File: config.mk
export PLATFORM = sky130hd
export DESIGN_NAME = riscv_bus_arbiter
export DESIGN_NICKNAME = d
export VERILOG_FILES = /design/src/rtl/riscv_bus_arbiter.sv
export SDC_FILE = /design/constraint.sdc
export NUM_CORES = 1
export LEC_CHECK = 0
export ABC_AREA = 1
export CAP_MARGIN = 20
export CORE_AREA = 2 2 139 141
export CTS_CLUSTER_SIZE = 40
export DETAILED_ROUTE_END_ITERATION = 16
export DIE_AREA = 0 0 141 143
export HOLD_SLACK_MARGIN = 0.03
export SETUP_SLACK_MARGIN = 0.5
export SLEW_MARGIN = 25
export SYNTH_ARGS = -nofsm -noshare
export SYNTH_HDL_FRONTEND = slang
export SYNTH_SLANG_ARGS = --single-unit
File: constraint.sdc
create_clock -name clk_i -period 1.81 [get_ports clk_i]
set_input_delay 0.362 -clock clk_i [delete_from_list [all_inputs] [get_ports clk_i]]
set_output_delay 0.362 -clock clk_i [all_outputs]
set_load 0.05 [all_outputs]
File: src/rtl/riscv_bus_arbiter.sv
// riscv_bus_arbiter: shares one bus device port between NrHosts hosts and routes in-order responses back.
// Define RV_ARB_ROUND_ROBIN_EN for round-robin priority; otherwise the lowest requesting index wins.
module riscv_bus_arbiter #(
  parameter int NrHosts        = 3,
  parameter int MaxOutstanding = 2
) (
  input  logic                    clk_i,
  input  logic                    rst_ni,
  input  logic [NrHosts-1:0]      host_req_i,
  input  logic [NrHosts-1:0]      host_we_i,
  input  logic [NrHosts*32-1:0]   host_addr_i,
  input  logic [NrHosts*32-1:0]   host_wdata_i,
  input  logic [NrHosts*4-1:0]    host_be_i,
  output logic [NrHosts-1:0]      host_gnt_o,
  output logic [NrHosts-1:0]      host_rvalid_o,
  output logic [31:0]             host_rdata_o,
  output logic                    host_err_o,
  output logic                    dev_req_o,
  output logic                    dev_we_o,
  output logic [31:0]             dev_addr_o,
  output logic [31:0]             dev_wdata_o,
  output logic [3:0]              dev_be_o,
  input  logic                    dev_gnt_i,
  input  logic                    dev_rvalid_i,
  input  logic [31:0]             dev_rdata_i,
  input  logic                    dev_err_i
);
  localparam int IdxW = $clog2(NrHosts);
  localparam int PtrW = (MaxOutstanding > 1) ? $clog2(MaxOutstanding) : 1;
  localparam int CntW = $clog2(MaxOutstanding + 1);
  localparam logic [CntW-1:0] MaxCnt  = CntW'(MaxOutstanding);
  localparam logic [PtrW-1:0] LastPtr = PtrW'(MaxOutstanding - 1);

  logic [IdxW-1:0] r_fifo [MaxOutstanding];
  logic [PtrW-1:0] r_wptr;
  logic [PtrW-1:0] r_rptr;
  logic [CntW-1:0] r_count;
  logic            r_locked;
  logic [IdxW-1:0] r_lock_idx;

  logic [IdxW-1:0] w_arb_idx;
  logic [IdxW-1:0] w_winner;
  logic [IdxW-1:0] w_head;
  logic            w_found;
  logic            w_dev_req;
  logic            w_grant;
  logic            w_pop;

`ifdef RV_ARB_ROUND_ROBIN_EN
  localparam logic [IdxW-1:0] LastIdx = IdxW'(NrHosts - 1);
  logic [IdxW-1:0] r_rr_ptr;

  // Search starts at the host after the last one granted, wrapping modulo NrHosts.
  always_comb begin
    w_arb_idx = '0;
    w_found   = 1'b0;
    for (int k = 0; k < NrHosts; k++) begin
      if (!w_found && host_req_i[(int'(r_rr_ptr) + k) % NrHosts]) begin
        w_arb_idx = IdxW'((int'(r_rr_ptr) + k) % NrHosts);
        w_found   = 1'b1;
      end
    end
  end

  always_ff @(posedge clk_i) begin
    if (!rst_ni) begin
      r_rr_ptr <= '0;
    end else if (w_grant) begin
      r_rr_ptr <= (w_winner == LastIdx) ? '0 : w_winner + 1'b1;
    end
  end
`else
  always_comb begin
    w_arb_idx = '0;
    w_found   = 1'b0;
    for (int k = 0; k < NrHosts; k++) begin
      if (!w_found && host_req_i[k]) begin
        w_arb_idx = IdxW'(k);
        w_found   = 1'b1;
      end
    end
  end
`endif

  // A request left waiting on dev_gnt_i keeps the bus so the device sees stable fields.
  assign w_winner  = r_locked ? r_lock_idx : w_arb_idx;
  assign w_dev_req = rst_ni & (|host_req_i) & (r_count < MaxCnt);
  assign w_grant   = w_dev_req & dev_gnt_i;
  assign w_head    = r_fifo[r_rptr];
  assign w_pop     = rst_ni & dev_rvalid_i & (r_count != '0);

  always_comb begin
    dev_req_o     = w_dev_req;
    dev_we_o      = 1'b0;
    dev_addr_o    = '0;
    dev_wdata_o   = '0;
    dev_be_o      = '0;
    host_gnt_o    = '0;
    host_rvalid_o = '0;
    if (w_dev_req) begin
      dev_we_o             = host_we_i[w_winner];
      dev_addr_o           = host_addr_i[32*int'(w_winner) +: 32];
      dev_wdata_o          = host_wdata_i[32*int'(w_winner) +: 32];
      dev_be_o             = host_be_i[4*int'(w_winner) +: 4];
      host_gnt_o[w_winner] = dev_gnt_i;
    end
    if (w_pop) begin
      host_rvalid_o[w_head] = 1'b1;
    end
    host_rdata_o = rst_ni ? dev_rdata_i : '0;
    host_err_o   = rst_ni & dev_err_i;
  end

  always_ff @(posedge clk_i) begin
    if (!rst_ni) begin
      r_wptr     <= '0;
      r_rptr     <= '0;
      r_count    <= '0;
      r_locked   <= 1'b0;
      r_lock_idx <= '0;
      for (int i = 0; i < MaxOutstanding; i++) begin
        r_fifo[i] <= '0;
      end
    end else begin
      if (w_grant) begin
        r_fifo[r_wptr] <= w_winner;
        r_wptr         <= (r_wptr == LastPtr) ? '0 : r_wptr + 1'b1;
      end
      if (w_pop) begin
        r_rptr <= (r_rptr == LastPtr) ? '0 : r_rptr + 1'b1;
      end
      if (w_grant && !w_pop) begin
        r_count <= r_count + 1'b1;
      end else if (!w_grant && w_pop) begin
        r_count <= r_count - 1'b1;
      end
      r_locked   <= w_dev_req & ~dev_gnt_i;
      r_lock_idx <= w_winner;
    end
  end

`ifndef SYNTHESIS
  // Responses with nothing outstanding are dropped; flag them in simulation.
  always_ff @(posedge clk_i) begin
    if (rst_ni && dev_rvalid_i && (r_count == '0)) begin
      $error("riscv_bus_arbiter: device response with no outstanding transaction dropped");
    end
  end
`endif

endmodule

---- After elaboration in Yosys (flattened, before gate mapping) ----
Memories as Yosys holds them, arrays and structs flattened. A register that Yosys moved wholly into a read port is not among the register bits.
Cells that the tools add are included.
word-level totals
  flip-flop bits (word level) ............. 7
  output and inout port bits .............. 109
  bits in writable memories ............... 4
  input bits .............................. 247
  logic and storage cells ................. 72
  memories kept ........................... 1
memory list
  name    depth  width  read ports  clocked after Yosys merged registers in  write ports  RTL line  RTL
  r_fifo  2      2      1           1                                        2            34        logic [IdxW-1:0] r_fifo [MaxOutstanding];
cells by class
  add/subtract/negate cells ............... 4
  reduce and logical (&&, ||, !) cells .... 14
  magnitude comparators ................... 5
  shifts and indexed selects .............. 3
  bitwise logic cells ..................... 9
  mux-type cells .......................... 31
operators with widths
  cell                 number
  $shiftx 96x8->32     2
  $mux 32              3
  $mux 1               17
  $shiftx 12x5->4      1
  $mux 2               5
  $and 1x1->1          7
  $logic_and 1x1->1    6
  $lt 2x3->1 const B   2
  $mux 3               2
  $demux 1 s2          2
  $ge 2x1->1 const B   2
  $logic_not 1->1      4
  $mux 4               1
  $reduce_bool 2->1    2
  $and 3x3->3          1
  $reduce_or 3->1      1
  $add 1x1->1 const B  2
  $add 2x1->2 const B  1
  $bmux 1 s2           1
  $lt 2x2->1 const B   1
  $reduce_or 2->1      1
  $sub 2x1->2 const B  1
  $not 1->1            1

---- Depth between registers and ports, before layout ----
Gate-level depths: netlist of the first run.
  depth after elaboration ................. 14
  mapped depth ............................ 10

---- Worst setup path before layout of the first run ----
Ideal clock, no wire load.
  path type ............................... input -> output
  start point ............................. input host_req_i[1]
  end point ............................... output host_gnt_o[2]
  arrival ................................. 2.018 ns
  slack ................................... -0.570 ns
  stages on the path ...................... 6
  path buffers ............................ 1
  cells stage by stage .................... nor2_1 -> nand3_1 -> nand2_2 -> inv_2 -> buf_2 -> nor3_1
on the way
  cells in the longest elaborated chain, start to end .. 12
RTL lines
  item                                                                   RTL line  RTL
  from (decl)                                                            9         input logic [NrHosts-1:0] host_req_i,
  $logic_and 1x1->1                                                      77        if (!w_found && host_req_i[k]) begin
  $mux 1                                                                 77
  $logic_not 1->1                                                        77
  $logic_and 1x1->1                                                      77
  $mux 2                                                                 77
  $mux 2                                                                 86        assign w_winner = r_locked ? r_lock_idx : w_arb_idx;
  $lt 2x3->1 (not written as such) / $ge 2x1->1 (equally long branches)  105       host_gnt_o[w_winner] = dev_gnt_i;
  $logic_and 1x1->1 (not written as such)                                105
  $mux 1 (not written as such)                                           105
  $demux 1 s2                                                            105
  $and 3x3->3 (no line)                                                  --
  $mux 3 (*)                                                             100       if (w_dev_req) begin
  to (decl)                                                              14        output logic [NrHosts-1:0] host_gnt_o,
Every way passes the cells marked *; elsewhere a longest branch is shown, timed or not.

---- Worst setup path in the final report of the first run ----
  start point ............................. register r_locked
  end point ............................... output dev_wdata_o[12]
on the way
  cells in the longest elaborated chain, start to end .. 3
RTL lines
  item                    RTL line  RTL
  from (decl)             38        logic r_locked;
  from (signal assigned)  137       r_locked <= w_dev_req & ~dev_gnt_i;
  $mux 2                  86
  $shiftx 96x8->32        103       dev_wdata_o = host_wdata_i[32*int'(w_winner) +: 32];
  $mux 32                 100
  to (decl)               21        output logic [31:0] dev_wdata_o,
Every way passes these cells.

==> metrics.md, run 1 <==
| Metric | Value |
|---|---|
| Outcome | `finished, violations left` |
| Failing checks | `negative setup slack` |
| P&R area growth vs syn | `261%` |
| Startpoint Class | `flip-flop` |
| PD cells | `452 mW/mm2` |
| Hold path cells | `1` |
| R2R depth | `11` |
| Max stage delay on crit path | `350 ps` |
| Instance area at placement | `0.00873 mm2` |
| Design Area, Final | `0.0105 mm2` |
| Buffers on Ports | `355` |
| Vias in the first global route | `5839` |
| LEAKAGE | `4.51 nW` |
| Async SR Flop Fraction | `0` |
| Deepest clock path buffer count | `2` |
| Hold crit path type | `reg -> reg` |
| Main synth FF type | `dfxtp_1` |
| First-pass GRT wire length | `33100 um` |
| DRC Markers | `0` |
| Avg Inst Size Synth | `4.78 um2` |
| Maximum clock frequency | `470 MHz` |
| Ratio of cells with drive above 1 in the final layout | `0.444` |
| GPL Wtd Cong | `0.815` |
| CTS clk-pin slew, worst paths | `40 ps` |
| Die Wd | `141 um` |
| Stages on worst setup path | `7` |
| Final worst path period need | `2130 ps` |
| CTS sink count | `12` |
| Hold Vio Cnt, Final | `0` |
| R2r setup slk | `80 ps` |
| Critical Path AT | `1760 ps` |
| Max VDD drop | `0.000246 V` |
| DR vias | `5714` |
| H-Tree Depth | `1` |
| Synth area leaders | `nand2_1 33%, nand3_1 24%, a21oi_1 13%, buf_2 6.0%, inv_1 5.7%` |
| Cell family with most CP delay | `simple AND/OR/NAND/NOR gates` |
| DP Wirelength | `15100 um` |
| Mapped Area | `0.00290 mm2` |
| Syn_nets | `856` |
| Starting Density | `0.156` |
| Std-Cell Rows | `50` |
| WL/cell | `18.4 um` |
| Warnings, synthesis | `0` |
| Setup WS post-layout | `-316 ps` |
| Crit Path Max Fanout | `40` |
| Clock Skew | `1.04 ps` |
| Via density per instance | `4.59` |
| Worst R2R Start | `r_count[1]` |
| Worst Setup End Kind | `output port` |
| FF+latch count, synth | `12` |
| Top-area cell type share of the netlist area | `0.326` |
| CTS tree | `built` |
| Crit Path Class | `reg -> out` |
| Slew of the pin with the lowest slew margin | `255 ps` |
| Top cells by count, synth | `252 x nand2_1, 139 x nand3_1, 73 x a21oi_1, 44 x inv_1, 35 x buf_2` |
| Seq/Total Area, Yosys | `0.0965` |
| Final setup fails | `73` |
| Fin nets | `1261` |
| Most frequent cell after synthesis | `nand2_1` |
| Core area | `0.0186 mm2` |
| Chip Height | `143 um` |
| Most common cell on crit path | `nand2_1` |
| Non-Filler Instances | `1246` |
| Antenna violation net count after detailed routing | `0` |
| Slew headroom | `0.828` |
| Number of synthesized flops with an enable pin | `4` |
| Placed cells | `1196` |
| Cell taking the most area after synthesis | `nand2_1` |
| Post-layout util | `0.565` |
| Cts hold-fix bufs | `0` |
| Synth cell types | `23` |
| Root Driver | `clkbuf_16` |
| Drt pass-1 iters | `4` |
| CP Data Required Time | `1450 ps` |
| Routed WL | `23000 um` |
| Clk_lat worst skew | `230 ps` |
| Total track usage | `0.213` |
| CTS buffer count | `3` |
| Hold_ws | `474 ps` |
| Fin. max-slew vios | `0` |
| Slowest CP cell | `dfxtp_4` |
| Worst hold start | `r_rptr` |
| Critical path buffer and inverter count | `3` |
| Initial antenna violation count | `1` |
| CP Cell Sequence | `nand2_1, nand2_8, inv_6, buf_16, nand2_1, a21oi_4, buf_12` |
| Io pins | `356` |
| Period utilization | `1.17` |
| RSZ-0062 raised after global routing | `yes` |
| Die ar. | `0.0202 mm2` |
| Max-cap viol count | `0` |
| Initial drt markers | `290` |
| Maximum number of pins on one net before global-route repair | `48` |
| Mapped Cells | `608` |
| Grt ovf | `0` |
| R2r endpoint | `r_count[1]` |
stage by stage:
step / worst slack [ps] / power [W] / setup TNS (ps)
after floorplan: -270 / 0.00190 / -11540
after global placement: -733 / 0.00368 / -53790
after detailed placement: -731 / 0.00370 / -54210
after CTS: -330 / 0.00461 / -18810
after global routing: -395 / 0.00495 / -23660
final: -316 / 0.00475 / -17890
registers in the layout, indices dropped and copies added (netlist names), named ones only:
register,flops
r_locked,1
r_rptr,1
r_wptr,1
r_count,2
r_lock_idx,2
r_fifo,4
layout make-up:
type | count | area [um2]
inverter | 47 | 289
timing repair buffer | 453 | 6240
tap | 234 | 293
antenna | 1 | 2.50
sequential | 12 | 289
clock buffer | 3 | 75.1
multi-input combinational | 496 | 3310
fill | 1616 | 8090
metal layers:
metal	share of wire	wire, um	global-route usage
met3	0.050	1150	0.0376
met2	0.52	12000	0.393
met5	0	0	0
met4	0.022	499	0.0605
met1	0.41	9360	0.254
cell families after synthesis:
kind of cell | count (synthesis) | synth area share
flip-flops | 12 | 0.0965
buffers and inverters | 100 | 0.148
multiplexers | 1 | 0.00345
AND/OR/NAND/NOR | 417 | 0.614
adder cells (fa/ha/maj) | 1 | 0.00431
AO/OA/AOI/OAI | 76 | 0.131
XOR/XNOR | 1 | 0.00302
worst reg2reg max path: cells and delay by family, from the launching register on:
kind / cells / cell delay, ps
buf+inv: 3 / 480
compound gates: 2 / 180
flops: 1 / 300
simple gates: 5 / 500
fa+ha+maj: 1 / 220
what timing repair did:
action	CTS	global route
cloned	17	5
endpoints found under the hold margin	0	0
gates resized for setup	194	100
setup buffers	19	5
pin swaps	29	45
endpoints found under the setup margin	123	121
cell usage in the layout, fill, tap and decap left out, types with 22 or more instances in the layout:
| master | Yosys | final |
|---|---|---|
| clkdlybuf4s50_1 | 0 | 207 |
| nand2_1 | 252 | 162 |
| nand3_1 | 139 | 127 |
| buf_12 | 0 | 127 |
| nand2_2 | 2 | 59 |
| a21oi_2 | 0 | 38 |
| nand2_4 | 1 | 32 |
| a21oi_4 | 0 | 32 |
| buf_6 | 0 | 29 |
| buf_4 | 3 | 25 |
| dlygate4sd2_1 | 0 | 23 |
| clkinvlp_4 | 0 | 22 |
worst max path at each step:
| stage | startpoint | end | slack [ps] |
|---|---|---|---|
| after floorplan | host_req_i[1] | dev_addr_o[13] | -270 |
| after global placement | host_req_i[0] | dev_we_o | -730 |
| after detailed placement | host_req_i[0] | dev_addr_o[23] | -730 |
| after CTS | r_locked | dev_wdata_o[10] | -330 |
| after global routing | r_locked | dev_addr_o[25] | -400 |
| final | r_locked | dev_wdata_o[12] | -320 |
where the power goes:
| group | total, W | leakage, nW | switching, W | internal (W) |
|---|---|---|---|---|
| clock | 0.000389 | 0.0370 | 0.000102 | 0.000287 |
| sequential | 0.000325 | 0.109 | 0.0000199 | 0.000306 |
| combinational | 0.00403 | 4.37 | 0.00198 | 0.00205 |
No activity file was read; power rests on OpenSTA's default activity.
==> run 2: changes to the inputs <==
PLACE_DENSITY = 0.52   (was unset)
==> run 2 against run 1 <==
  * Combinational power grew 3%
  * Critical endpoint is now dev_addr_o[27]
  * Utilization grew 4.7 points
  * The run still ends with negative setup slack left
  * Clock skew grew 0.84 ps
  * Final cell count grew 2.2%
  * Critical path depth grew 4
==> metrics.md, run 2 (synthesis results as in run 1) <==
| Metric | Value |
|---|---|
| RSZ-0062 raised after global routing | `yes` |
| Max stage delay on crit path | `360 ps (about the same)` |
| Crit Path Class | `reg -> out` |
| Clock Skew | `1.88 ps (+0.837 ps)` |
| CTS tree | `built` |
| Met2 Usage GRT | `0.388 (-0.00436)` |
| Initial antenna violation count | `0 (-1)` |
| Initial drt markers | `168 (-42%)` |
| Deepest clock path buffer count | `2 (unchanged)` |
| Fillers | `1562 (-3.3%)` |
| R2r setup slk | `120 ps (+40 ps)` |
| Clk_lat worst skew | `240 ps (about the same)` |
| Routed WL | `22900 um (-0.24%)` |
| Worst R2R Start | `r_count[1]` |
| Chip Height | `143 um (unchanged)` |
| Die Wd | `141 um (unchanged)` |
| Slew of the pin with the lowest slew margin | `309 ps (+53.9 ps)` |
| Max reg flops | `4 (unchanged)` |
| Antenna violation net count after detailed routing | `0 (unchanged)` |
| R2r endpoint | `r_count[1]` |
| Maximum clock frequency | `464 MHz (-1.3%)` |
| Met1 usage | `0.267 (+0.0127)` |
| Root Driver | `clkbuf_16` |
| Grt ovf | `0 (unchanged)` |
| H-Tree Depth | `1 (unchanged)` |
| Final setup fails | `73 (unchanged)` |
| Crit path to | `dev_addr_o[27]` |
| Stages on worst setup path | `11 (+4)` |
| Fin nets | `1289 (+2.2%)` |
| R2R depth | `11 (unchanged)` |
| Io pins | `356 (unchanged)` |
| Total track usage | `0.215 (+0.00169)` |
| Vias in the first global route | `6068 (+3.9%)` |
| Max VDD drop | `0.000253 V (+2.8%)` |
| DRC Markers | `0 (unchanged)` |
| PD cells | `435 mW/mm2 (-3.8%)` |
| Std-Cell Rows | `50 (unchanged)` |
| Final setup TNS | `-21380 ps (-3490 ps)` |
| Antenna diode count | `0 (-1)` |
| WL/cell | `18.0 um (-2.4%)` |
| Critical path buffer and inverter count | `7 (+4)` |
| Hold crit path type | `reg -> reg` |
| Via density per instance | `4.57 (-0.30%)` |
| CP Data Required Time | `1450 ps (about the same)` |
| Period utilization | `1.19 (+0.0152)` |
| DR vias | `5825 (+1.9%)` |
| Critical Path AT | `1790 ps (+30 ps)` |
| LEAKAGE | `4.82 nW (+6.8%)` |
| Outcome | `finished, violations left` |
| Failing checks | `negative setup slack` |
| P&R area growth vs syn | `292%` |
| Slowest CP cell | `dfxtp_4` |
| Startpoint Class | `flip-flop` |
| Ratio of cells with drive above 1 in the final layout | `0.523 (+0.0790)` |
| Max-cap viol count | `0 (unchanged)` |
| Final worst path period need | `2150 ps (+27.5 ps)` |
| Top flop regs | `r_fifo x4, r_count x2, r_lock_idx x2` |
| CTS clk-pin slew, worst paths | `40 ps (about the same)` |
| Drt pass-1 iters | `4 (unchanged)` |
| Crit Path Max Fanout | `7 (-83%)` |
| Maximum number of pins on one net before global-route repair | `37 (-23%)` |
| Most frequent cells in the layout | `209 x clkdlybuf4s50_1, 144 x buf_12, 138 x nand2_1` |
| Post-layout util | `0.612 (+0.0474)` |
| Top Usage Layer GRT | `met2` |
| Slew headroom | `0.794 (-0.0342)` |
| GPL Wtd Cong | `0.833 (+2.2%)` |
| Cell family with most CP delay | `buffers and inverters` |
| Setup WS post-layout | `-344 ps (-27.5 ps)` |
| First-pass GRT wire length | `34200 um (+3.5%)` |
| Core area | `0.0186 mm2 (unchanged)` |
| Die ar. | `0.0202 mm2 (unchanged)` |
| Hold Vio Cnt, Final | `0 (unchanged)` |
| DP Wirelength | `15100 um (-0.16%)` |
| Most flops, register | `r_fifo` |
| CTS sink count | `12 (unchanged)` |
| CP Cell Sequence | `inv_4, nand3_4, nand2_8, buf_12, inv_12, buf_8, buf_8, nand3_2, a21oi_2, buf_4, buf_12` |
| Worst Setup SP | `r_locked` |
| Starting Density | `0.156 (unchanged)` |
| Commonest non-fill, non-tap cell in the layout | `clkdlybuf4s50_1` |
| Hold_ws | `450 ps (-24.5 ps)` |
| CTS buffer count | `3 (unchanged)` |
| GR met3 Demand/Resource | `0.0443 (+0.00671)` |
| Worst Setup End Kind | `output port` |
| Buffers on Ports | `355 (unchanged)` |
| Fin. max-slew vios | `0 (unchanged)` |
==> run 2: cell types whose count changed in the layout (fill, tap and decap cells not counted), moves of 5 or more <==
cell	change
nand2_4	+23
inv_2	-7
nand2_1	-24
dlymetal6s2s_1	-11
dlygate4sd2_1	+10
inv_4	+8
nand3_2	+35
buf_6	-11
nand3_1	-41
buf_12	+17
buf_8	+5
buf_4	+15
nand3_4	+6
==> run 2: routing by layer <==
metal	up-vias	share of wire
met3	22	0.072
met1	2697	0.40
met5	-	0
li1	2840	-
met2	266	0.51
met4	0	0.013
==> run 2: repair_timing <==
item / CTS / global route
gates cloned: 22 / 5
pin swaps: 83 / 65
resized for setup: 308 / 113
hold buffers: 0 / 0
endpoints found under the hold margin: 0 / 0
setup buffers: 32 / 6
endpoints found under the setup margin: 123 / 121
==> run 2: worst register-to-register path: cells and delay by family (launching register included) <==
family / cells / cell delay, ps
compound gates: 2 / 190
buf+inv: 3 / 440
flops: 1 / 300
simple gates: 5 / 460
fa+ha+maj: 1 / 230
==> run 2: how the worst min path moves through the flow <==
| stage | endpoint | cells past startpoint | slack (ps) | startpoint |
|---|---|---|---|---|
| after floorplan | flip-flop | 1 | 420 | r_rptr |
| after global placement | r_rptr | 1 | 440 | r_rptr |
| after detailed placement | flip-flop | 1 | 440 | r_rptr |
| after CTS | flip-flop | 1 | 450 | r_rptr |
| after global routing | flip-flop | 1 | 480 | r_rptr |
| final | flip-flop | 1 | 450 | r_rptr |
==> run 2: area by class of cell <==
type	instances	area, um2	share of cell area
clock buffers	4	88.8	0.00781
inverters	47	322	0.0283
repair buffers	481	6650	0.584
flip-flops and latches	12	289	0.0254
multi-input cells	496	3730	0.328
well taps	234	293	0.0257
==> run 2: report_power, final <==
group          internal (W)  switching, W  total (W)
registers          0.000306     0.0000220   0.000328
clock network      0.000334      0.000117   0.000451
logic               0.00212       0.00205    0.00417
total               0.00276       0.00219    0.00495
==> run 2: per-stage QoR <==
step | instance area [um2] | power [W] | cells | setup WS, ps
floorplan | 3570 | 0.00190 | 608 | -270
global placement | 8790 | 0.00369 | 1205 | -825
detailed placement | 8790 | 0.00369 | 1205 | -781
CTS | 10700 | 0.00479 | 1263 | -348
global route | 11400 | 0.00518 | 1274 | -427
finish | 11400 | 0.00495 | 1274 | -344
